`config.mk`:
```
export PLATFORM = sky130hd
export DESIGN_NAME = vctr_result_reduce_flat
export DESIGN_NICKNAME = d
export VERILOG_FILES = /design/src/rtl/vctr_result_reduce_pkg.sv /design/src/rtl/vctr_result_reduce_if.sv /design/src/rtl/vctr_result_reduce.sv /design/src/flat_wrapper.sv
export SDC_FILE = /design/constraint.sdc
export NUM_CORES = 1
export LEC_CHECK = 0
export CORE_ASPECT_RATIO = 0.7
export CORE_MARGIN = 1.5
export CORE_UTILIZATION = 25
export DETAILED_ROUTE_END_ITERATION = 7
export SYNTH_ARGS = -nofsm -noshare
export SYNTH_HDL_FRONTEND = slang
export SYNTH_SLANG_ARGS = --single-unit
```
`constraint.sdc`:
```
create_clock -name clk -period 4.3 [get_ports clk]
set_input_delay 0.645 -clock clk [delete_from_list [all_inputs] [get_ports clk]]
set_output_delay 0.645 -clock clk [all_outputs]
set_load 0.1 [all_outputs]
```
`src/rtl/vctr_result_reduce_pkg.sv`:
```
// Shared types for the vector result reduction stage.
package vctr_result_reduce_pkg;

    localparam int DEF_DATA_WIDTH      = 16;
    localparam int DEF_HSP_BANDS_WIDTH = 3;

    typedef enum logic [1:0] {
        RR_IDLE,
        RR_DRAIN,
        RR_FLUSH,
        RR_RESULT
    } rr_state_t;

endpackage

```
`src/rtl/vctr_result_reduce_if.sv`:
```
// Result record handshake toward the distance/classification logic.
interface vctr_result_reduce_if
    import vctr_result_reduce_pkg::*;
#(
    parameter int DATA_WIDTH      = DEF_DATA_WIDTH,
    parameter int HSP_BANDS_WIDTH = DEF_HSP_BANDS_WIDTH,
    parameter int ACC_WIDTH       = DATA_WIDTH + HSP_BANDS_WIDTH
);
    logic                       res_valid;
    logic                       res_ready;
    logic [ACC_WIDTH-1:0]       res_sum;
    logic [DATA_WIDTH-1:0]      res_max;
    logic [HSP_BANDS_WIDTH-1:0] res_max_idx;

    modport master (
        output res_valid,
        output res_sum,
        output res_max,
        output res_max_idx,
        input  res_ready
    );

    modport slave (
        input  res_valid,
        input  res_sum,
        input  res_max,
        input  res_max_idx,
        output res_ready
    );
endinterface

```
`src/rtl/vctr_result_reduce.sv`:
```
// Drains one full vector from the upstream registered-read FIFO and reduces it
// to sum, maximum value and index of the (first) maximum.
module vctr_result_reduce
    import vctr_result_reduce_pkg::*;
#(
    parameter int DATA_WIDTH      = DEF_DATA_WIDTH,
    parameter int HSP_BANDS_WIDTH = DEF_HSP_BANDS_WIDTH,
    parameter int ACC_WIDTH       = DATA_WIDTH + HSP_BANDS_WIDTH
) (
    input  logic                   clk,
    input  logic                   rst,
    input  logic                   src_done,
    output logic                   src_rd_en,
    input  logic [DATA_WIDTH-1:0]  src_data,
    vctr_result_reduce_if.master   res,
    output logic                   idle,
    output logic                   err_underrun
);

    // Counters carry one extra bit so they can hold NUM_BANDS itself.
    localparam int             CNT_W       = HSP_BANDS_WIDTH + 1;
    localparam logic [CNT_W-1:0] NUM_BANDS_C = CNT_W'(1 << HSP_BANDS_WIDTH);
    localparam logic [CNT_W-1:0] LAST_RD     = CNT_W'((1 << HSP_BANDS_WIDTH) - 1);

    rr_state_t                  state_q, state_d;
    logic [CNT_W-1:0]           rd_cnt_q;
    logic [CNT_W-1:0]           cap_cnt_q;
    logic                       cap_v_q;
    logic [ACC_WIDTH-1:0]       acc_q;
    logic [DATA_WIDTH-1:0]      max_q;
    logic [HSP_BANDS_WIDTH-1:0] max_idx_q;
    logic                       armed_q;
    logic                       err_q;
    logic [ACC_WIDTH-1:0]       res_sum_q;
    logic [DATA_WIDTH-1:0]      res_max_q;
    logic [HSP_BANDS_WIDTH-1:0] res_max_idx_q;

    logic start;
    logic underrun;
    logic load_res;
    logic res_valid_c;

    // State register.
    // NOTE: clocked state uses non-blocking assignments so every register
    // samples pre-edge values, independent of block ordering.
    always_ff @(posedge clk) begin
        if (rst) state_q <= RR_IDLE;
        else     state_q <= state_d;
    end

    // Next-state and per-state control strobes.
    // NOTE: every output of this block gets a default first, so no path leaves
    // a signal unassigned and no latch is inferred.
    always_comb begin
        state_d     = state_q;
        src_rd_en   = 1'b0;
        idle        = 1'b0;
        res_valid_c = 1'b0;
        start       = 1'b0;
        underrun    = 1'b0;
        load_res    = 1'b0;
        case (state_q)
            RR_IDLE: begin
                idle = 1'b1;
                // armed_q blocks re-triggering on a done that is still high
                // from the vector just delivered.
                if (src_done && armed_q) begin
                    start   = 1'b1;
                    state_d = RR_DRAIN;
                end
            end
            RR_DRAIN: begin
                src_rd_en = (rd_cnt_q < NUM_BANDS_C);
                if (!src_done) begin
                    underrun = 1'b1;
                    state_d  = RR_IDLE;
                end else if (rd_cnt_q == LAST_RD) begin
                    state_d = RR_FLUSH;
                end
            end
            RR_FLUSH: begin
                // Wait until the read data of the last strobe has been folded in.
                if (!cap_v_q) begin
                    load_res = 1'b1;
                    state_d  = RR_RESULT;
                end
            end
            RR_RESULT: begin
                res_valid_c = 1'b1;
                if (res.res_ready) state_d = RR_IDLE;
            end
            default: state_d = RR_IDLE;
        endcase
    end

    // Read counter, re-arm tracking and sticky underrun flag.
    always_ff @(posedge clk) begin
        if (rst) begin
            rd_cnt_q <= '0;
            armed_q  <= 1'b1;
            err_q    <= 1'b0;
        end else begin
            if (start)          rd_cnt_q <= '0;
            else if (src_rd_en) rd_cnt_q <= rd_cnt_q + 1'b1;

            if (underrun) err_q <= 1'b1;

            if (state_q == RR_RESULT && res.res_ready)  armed_q <= 1'b0;
            else if (state_q == RR_IDLE && !src_done)   armed_q <= 1'b1;
        end
    end

    // Capture pipeline: data arrives one cycle after its strobe.
    always_ff @(posedge clk) begin
        if (rst) begin
            cap_v_q   <= 1'b0;
            cap_cnt_q <= '0;
            acc_q     <= '0;
            max_q     <= '0;
            max_idx_q <= '0;
        end else begin
            cap_v_q <= src_rd_en;
            if (start) begin
                cap_cnt_q <= '0;
                acc_q     <= '0;
                max_q     <= '0;
                max_idx_q <= '0;
            end else if (cap_v_q) begin
                cap_cnt_q <= cap_cnt_q + 1'b1;
                acc_q     <= acc_q + ACC_WIDTH'(src_data);
                // Strict compare keeps the lowest index on ties.
                if (cap_cnt_q == '0 || src_data > max_q) begin
                    max_q     <= src_data;
                    max_idx_q <= cap_cnt_q[HSP_BANDS_WIDTH-1:0];
                end
            end
        end
    end

    // Result record registers, held stable while presented.
    always_ff @(posedge clk) begin
        if (rst) begin
            res_sum_q     <= '0;
            res_max_q     <= '0;
            res_max_idx_q <= '0;
        end else if (load_res) begin
            res_sum_q     <= acc_q;
            res_max_q     <= max_q;
            res_max_idx_q <= max_idx_q;
        end
    end

    assign res.res_valid   = res_valid_c;
    assign res.res_sum     = res_sum_q;
    assign res.res_max     = res_max_q;
    assign res.res_max_idx = res_max_idx_q;
    assign err_underrun    = err_q;

endmodule

```
`src/flat_wrapper.sv`:
```
// flat-port wrapper written by rule: the top's interface ports become plain ports
module vctr_result_reduce_flat import vctr_result_reduce_pkg::*;
#(
    parameter int DATA_WIDTH      = DEF_DATA_WIDTH,
    parameter int HSP_BANDS_WIDTH = DEF_HSP_BANDS_WIDTH,
    parameter int ACC_WIDTH       = DATA_WIDTH + HSP_BANDS_WIDTH
)
  (clk, rst, src_done, src_rd_en, src_data, idle, err_underrun, res_res_valid, res_res_sum, res_res_max, res_res_max_idx, res_res_ready);
  vctr_result_reduce_if #(.DATA_WIDTH(DATA_WIDTH), .HSP_BANDS_WIDTH(HSP_BANDS_WIDTH), .ACC_WIDTH(ACC_WIDTH)) res_i ();
  input  logic clk;
  input  logic rst;
  input  logic src_done;
  output logic src_rd_en;
  input  logic [DATA_WIDTH-1:0] src_data;
  output logic idle;
  output logic err_underrun;
  output wire logic [$bits(res_i.res_valid)-1:0] res_res_valid;
  output wire logic [$bits(res_i.res_sum)-1:0] res_res_sum;
  output wire logic [$bits(res_i.res_max)-1:0] res_res_max;
  output wire logic [$bits(res_i.res_max_idx)-1:0] res_res_max_idx;
  input wire logic [$bits(res_i.res_ready)-1:0] res_res_ready;
  assign res_res_valid = res_i.res_valid;
  assign res_res_sum = res_i.res_sum;
  assign res_res_max = res_i.res_max;
  assign res_res_max_idx = res_i.res_max_idx;
  assign res_i.res_ready = res_res_ready;
  vctr_result_reduce #(.DATA_WIDTH(DATA_WIDTH), .HSP_BANDS_WIDTH(HSP_BANDS_WIDTH), .ACC_WIDTH(ACC_WIDTH)) u_core (.clk(clk), .rst(rst), .src_done(src_done), .src_rd_en(src_rd_en), .src_data(src_data), .res(res_i), .idle(idle), .err_underrun(err_underrun));
endmodule
```
# After elaboration in Yosys (flattened, before gate mapping)
# Index checks and enable logic that the tools add are counted.
# word_totals
register_bits	89
out_inout_bits	42
elab_cells	53
# classes
addsub	3
order_cmp	2
n_eq_ne	8
mux	17
n_reduce_logical	11
# op_table
cell	count
$add A19 B16 Y19	1
$gt A16 B16 Y1	1
$mux W1	11
$mux W2	5
$add A4 B1 Y4 const B	2
$pmux W2 S4	1
$eq A2 B2 Y1 const B	2
$eq A4 B3 Y1 const B	1
$logic_not A4 Y1	1
$lt A4 B4 Y1 const B	1
$ne A2 B2 Y1 const B	2
$reduce_and A4 Y1	1
$logic_and A1 B1 Y1	3
$ne A3 B2 Y1 const B	1
$eq A2 B1 Y1 const B	1
$logic_not A2 Y1	1
$ne A2 B1 Y1 const B	1
$reduce_and A2 Y1	1
$reduce_bool A2 Y1	1
$reduce_or A2 Y1	1
$logic_not A1 Y1	1
$logic_or A1 B1 Y1	1

# Longest topological paths before layout
# depth
word_depth	4
depth_mapped	10
depth_no_buf	9

# Worst setup path before layout
# No wires, ideal clock.
# synth_timing
path_type	reg-to-reg
start	reg u_core.state_q[0]
end	reg u_core.max_q[2]
t_arrival_ns	2.684
path_slack_ns	1.496
path_stages_with_launch	8
path_buffers	3
period_less_slack_ns	2.804
path_cell_list	dfxtp_1 > buf_2 > nor2_1 > a31oi_1 > buf_2 > dlymetal6s2s_1 > nand2_1 > mux2i_1
# synth_via
elab_chain_len	3
# synth_lines
item	line	rtl
start, declared	vctr_result_reduce.sv:25	rr_state_t state_q, state_d;
start signal, assigned	vctr_result_reduce.sv:48	else state_q <= state_d;
$logic_not A2 Y1	vctr_result_reduce.sv:62	case (state_q)
$mux W1	vctr_result_reduce.sv:62	
$reduce_or A2 Y1 (no line)	--	
end signal, assigned	vctr_result_reduce.sv:133	max_q <= src_data;
end, declared	vctr_result_reduce.sv:30	logic [DATA_WIDTH-1:0] max_q;
# Every way passes these cells.
# A chain may end at the register's enable or synchronous reset.

# Worst setup path after layout
# layout_timing
start	reg u_core.state_q[0]
end	out src_rd_en
# layout_via
elab_chain_len	2
# layout_lines
item	line	rtl
$eq A2 B1 Y1	vctr_result_reduce.sv:62	
$mux W1	vctr_result_reduce.sv:62	
end, declared	flat_wrapper.sv:13	output logic src_rd_en;
# Every way passes these cells.

==> results.md <==
- Final Hold Slack: 0.4529 ns
- Worst EP required: about 3.7 ns
- Max VDD drop: about 0.17 mV
- Die height: ~120 um
- Sw frac: a little over a quarter
- Synthesis-stage register bit count: about 90
- WS Path Type: reg -> out
- Fill cells: 1932
- Worst r2r path cells: 9
- Initial drt markers: 215
- Commonest non-fill, non-tap cell in the layout: nand2_1
- Mapped Area: around 4600 um2
- Syn nets: approximately 620
- Vias: 3926
- Number of flops mapped to enable cells by yosys: 0
- Final Critical Period: 3.126 ns
- Async S/R FF share, synth: 0%
- Cts repair resizes: 0
- P_int: around 1.3 mW
- Final nets: between 600 and 700
- Finished Cell Area: around 5700 um2
- Multi-input logic area: approximately 2600 um2
- Layout Area Growth over Synthesis: 23.37%
- R2R Setup Slk: between 1.5 and 2 ns
- Root Driver: clkbuf_16
- Primary FF master, synth: dfxtp_1
- Crit-path cells: nand2b_1, nor2_1, clkdlybuf4s50_1
- Total Neg Setup Slack: 0 ns
- Synth Area in Simple Gates: 20.72%
- Flop pwr share: a little under half
- Synth Area in Adders: 9.913%
- Syn Inst Count: 563
- Post-DP HPWL: 8906 um
- Clock transition at the registers of the reported paths: 0.07 ns
- Max Root-Sink Buffers: 2
- Antenna violations before repair: 0
- Count of pins over their slew limit: 0
- Most frequent cells in the layout: nand2_1, dfxtp_1, a21oi_1, clkdlybuf4s50_1
- Synth area leaders: dfxtp_1, nand2_1, ha_1, a21oi_1, mux2i_1
- # port buffers: around 60
- Cell Area, Placed: ~5400 um2
- ANT nets after route: 0
- Critical Path Max Stage Delay: about 1.2 ns
- Critical Path Fanout Max: 9
- DRT Pass-1 Iters: 4
- Worst-Margin Slew: ~1 ns
- Post-synth cell types: 63
- XOR/XNOR share of the synthesized area: 2.275%
- Skew-Pair Late Insertion Delay: ~0.35 ns
- # hold bufs at CTS: 0
- Critical path arrival: about 2.5 ns
- Largest family of logic cells by synthesized area: simple AND/OR/NAND/NOR gates
- Largest net degree at the start of global routing: between 40 and 50
- Grt total ovfl: 0
- Hold path cells: 2
- Routability cong.: 0.9286
- Pre-CTS setup slack: 1.040 ns
- Global-route wire length before repair: between 15000 and 20000 um
- Total CTS buffers: 9
- Compound-Gate Fraction of Synth Area: roughly 17%
- Startpoint types: flop
- Worst setup margin: roughly 1.2 ns
- Top Ports: between 60 and 70
- Yosys top cell by area: dfxtp_1
- Initial Util: roughly 26%
- Die W: around 170 um
- Status: finished clean
- Relative slew slack: between 30 and 40%
- RSZ-0062 raised after global routing: false
- Crit path depth: 3
- Clock Power Share: a little over two fifths
- Drc violations: 0
- Sequential Area: 1782 um2
- Final setup vio count: 0
- CTS tree: done
- Net load switching power: 0.4793 mW
- Top cell type's share of synthesized area: about two fifths
- Part of the cycle the worst path needs: between 70% and 80%
- Power density cells: approximately 310 nW/um2
- Core box area: ~18000 um2
- Hold Path Class: reg -> reg
- Maxcap violations: 0
- Mux contribution to synthesized area: under 10%
- Buffers and inverters on the worst path: 1
- Mean post-synth cell area: roughly 8.2 um2
- Routed wire per std cell: ~14 um
- Top delay family on crit path: buffers and inverters
- WL final: about 12000 um
- Comb pwr share: between 10% and 20%
- H-tree depth: 3
- Post-synthesis sequential area ratio: between 30% and 40%
- Hold violation count in the final report: 0
- Critical path's slowest cell: clkdlybuf4s50_1
- Layout cells sized above 1: between 6 and 7%
- Post-CTS setup buffer count: 0
- Vias in the first global route: around 3.7k
- Floorplan row count: 41
- Synth warn: 0
- Vias per inst: 4.603
- Clock sinks: 89
- Fmax: ~320 MHz
- Worst Skew: ~0.0075 ns
- Lkg Pwr: 2.019 nW
- Gr usage total: around an eighth
- Die area: 19320 um2
- Nature of the critical path endpoint: output pin
==> power groups by stage <==
stage / Combinational [mW] / Sequential, mW / Clock, mW
floorplan: 0.139 / 0.863 / 0
global placement: 0.195 / 0.864 / 0
detailed placement: 0.196 / 0.864 / 0
CTS: 0.197 / 0.845 / 0.768
global route: 0.220 / 0.846 / 0.807
finish: 0.197 / 0.845 / 0.743
==> sequential cells by signal, summed over array words and instances (netlist names), 3 cells and up, named ones only <==
signal,cells
u_core.acc_q,19
u_core.res.res_sum,19
u_core.max_q,16
u_core.res.res_max,16
u_core.cap_cnt_q,4
u_core.rd_cnt_q,4
u_core.max_idx_q,3
u_core.res.res_max_idx,3
==> cells in the mapped netlist (3+ instances only) <==
library cell and number:
nand2_1 137, dfxtp_1 89, a21oi_1 66, ha_1 35
nor2_1 35, mux2i_1 26, inv_1 25, clkbuf_1 18
o21ai_0 9, a21o_1 8, nand3_1 8, nand4_1 7
xnor2_1 7, nand2b_1 6, a211oi_1 5, buf_2 5
o21ai_1 5, xor2_1 5, o21bai_1 4, o31ai_1 4
or3_1 4, and2_1 3, buf_6 3, nor3_1 3
==> cells by family after synthesis <==
family / Yosys count
simple gates: 218
flops: 89
buf+inv: 55
compound gates: 126
xor+xnor: 12
fa+ha+maj: 36
mux: 27
==> tightest hold or removal path, cell delays in order, from the launching register on <==
cell and delay, ns:
dfxtp_1 0.31, nand2_1 0.05, a21oi_1 0.05
==> routing by layer <==
| layer | wire (um) | up-vias | global-route usage, % | part of all wire [%] |
|---|---|---|---|---|
| li1 | - | 2034 | - | - |
| met1 | 6093 | 1776 | 18.92 | 52 |
| met2 | 4679 | 106 | 18.53 | 40 |
| met3 | 880 | 10 | 3.551 | 7.5 |
| met4 | 82 | 0 | 2.500 | 0.70 |
| met5 | 0 | - | 0 | 0 |
==> worst paths after layout <==
| kind | startpoint | to |
|---|---|---|
| setup / recovery | u_core.state_q[0]$_SDFFE_PP0P_ | src_rd_en |
| hold reg to reg | u_core.res.res_sum[11]$_SDFFE_PP0P_ | u_core.res.res_sum[11]$_SDFFE_PP0P_ |
| setup reg to reg | u_core.acc_q[0]$_SDFFE_PP0P_ | u_core.acc_q[12]$_SDFFE_PP0P_ |
| hold / removal | u_core.res.res_sum[11]$_SDFFE_PP0P_ | u_core.res.res_sum[11]$_SDFFE_PP0P_ |
==> through the flow <==
step | power (mW) | utilization, % | instances
global route | 1.873 | 31.55 | 852
finish | 1.785 | 31.56 | 853
detailed placement | 1.060 | 30.00 | 836
global placement | 1.059 | 30.00 | 836
CTS | 1.809 | 31.55 | 852
floorplan | 1.002 | - | 563
==> layout make-up <==
cell class | instances | share of cell area, %
multi-input combinational | 419 | 45.55
sequential | 89 | 31.26
timing repair buffer | 67 | 11.42
tap | 236 | 5.181
clock buffer | 9 | 3.952
inverter | 25 | 1.647
clock inverter | 7 | 0.9440
antenna | 1 | 0.04391
No activity file was read; power rests on OpenSTA's default activity.
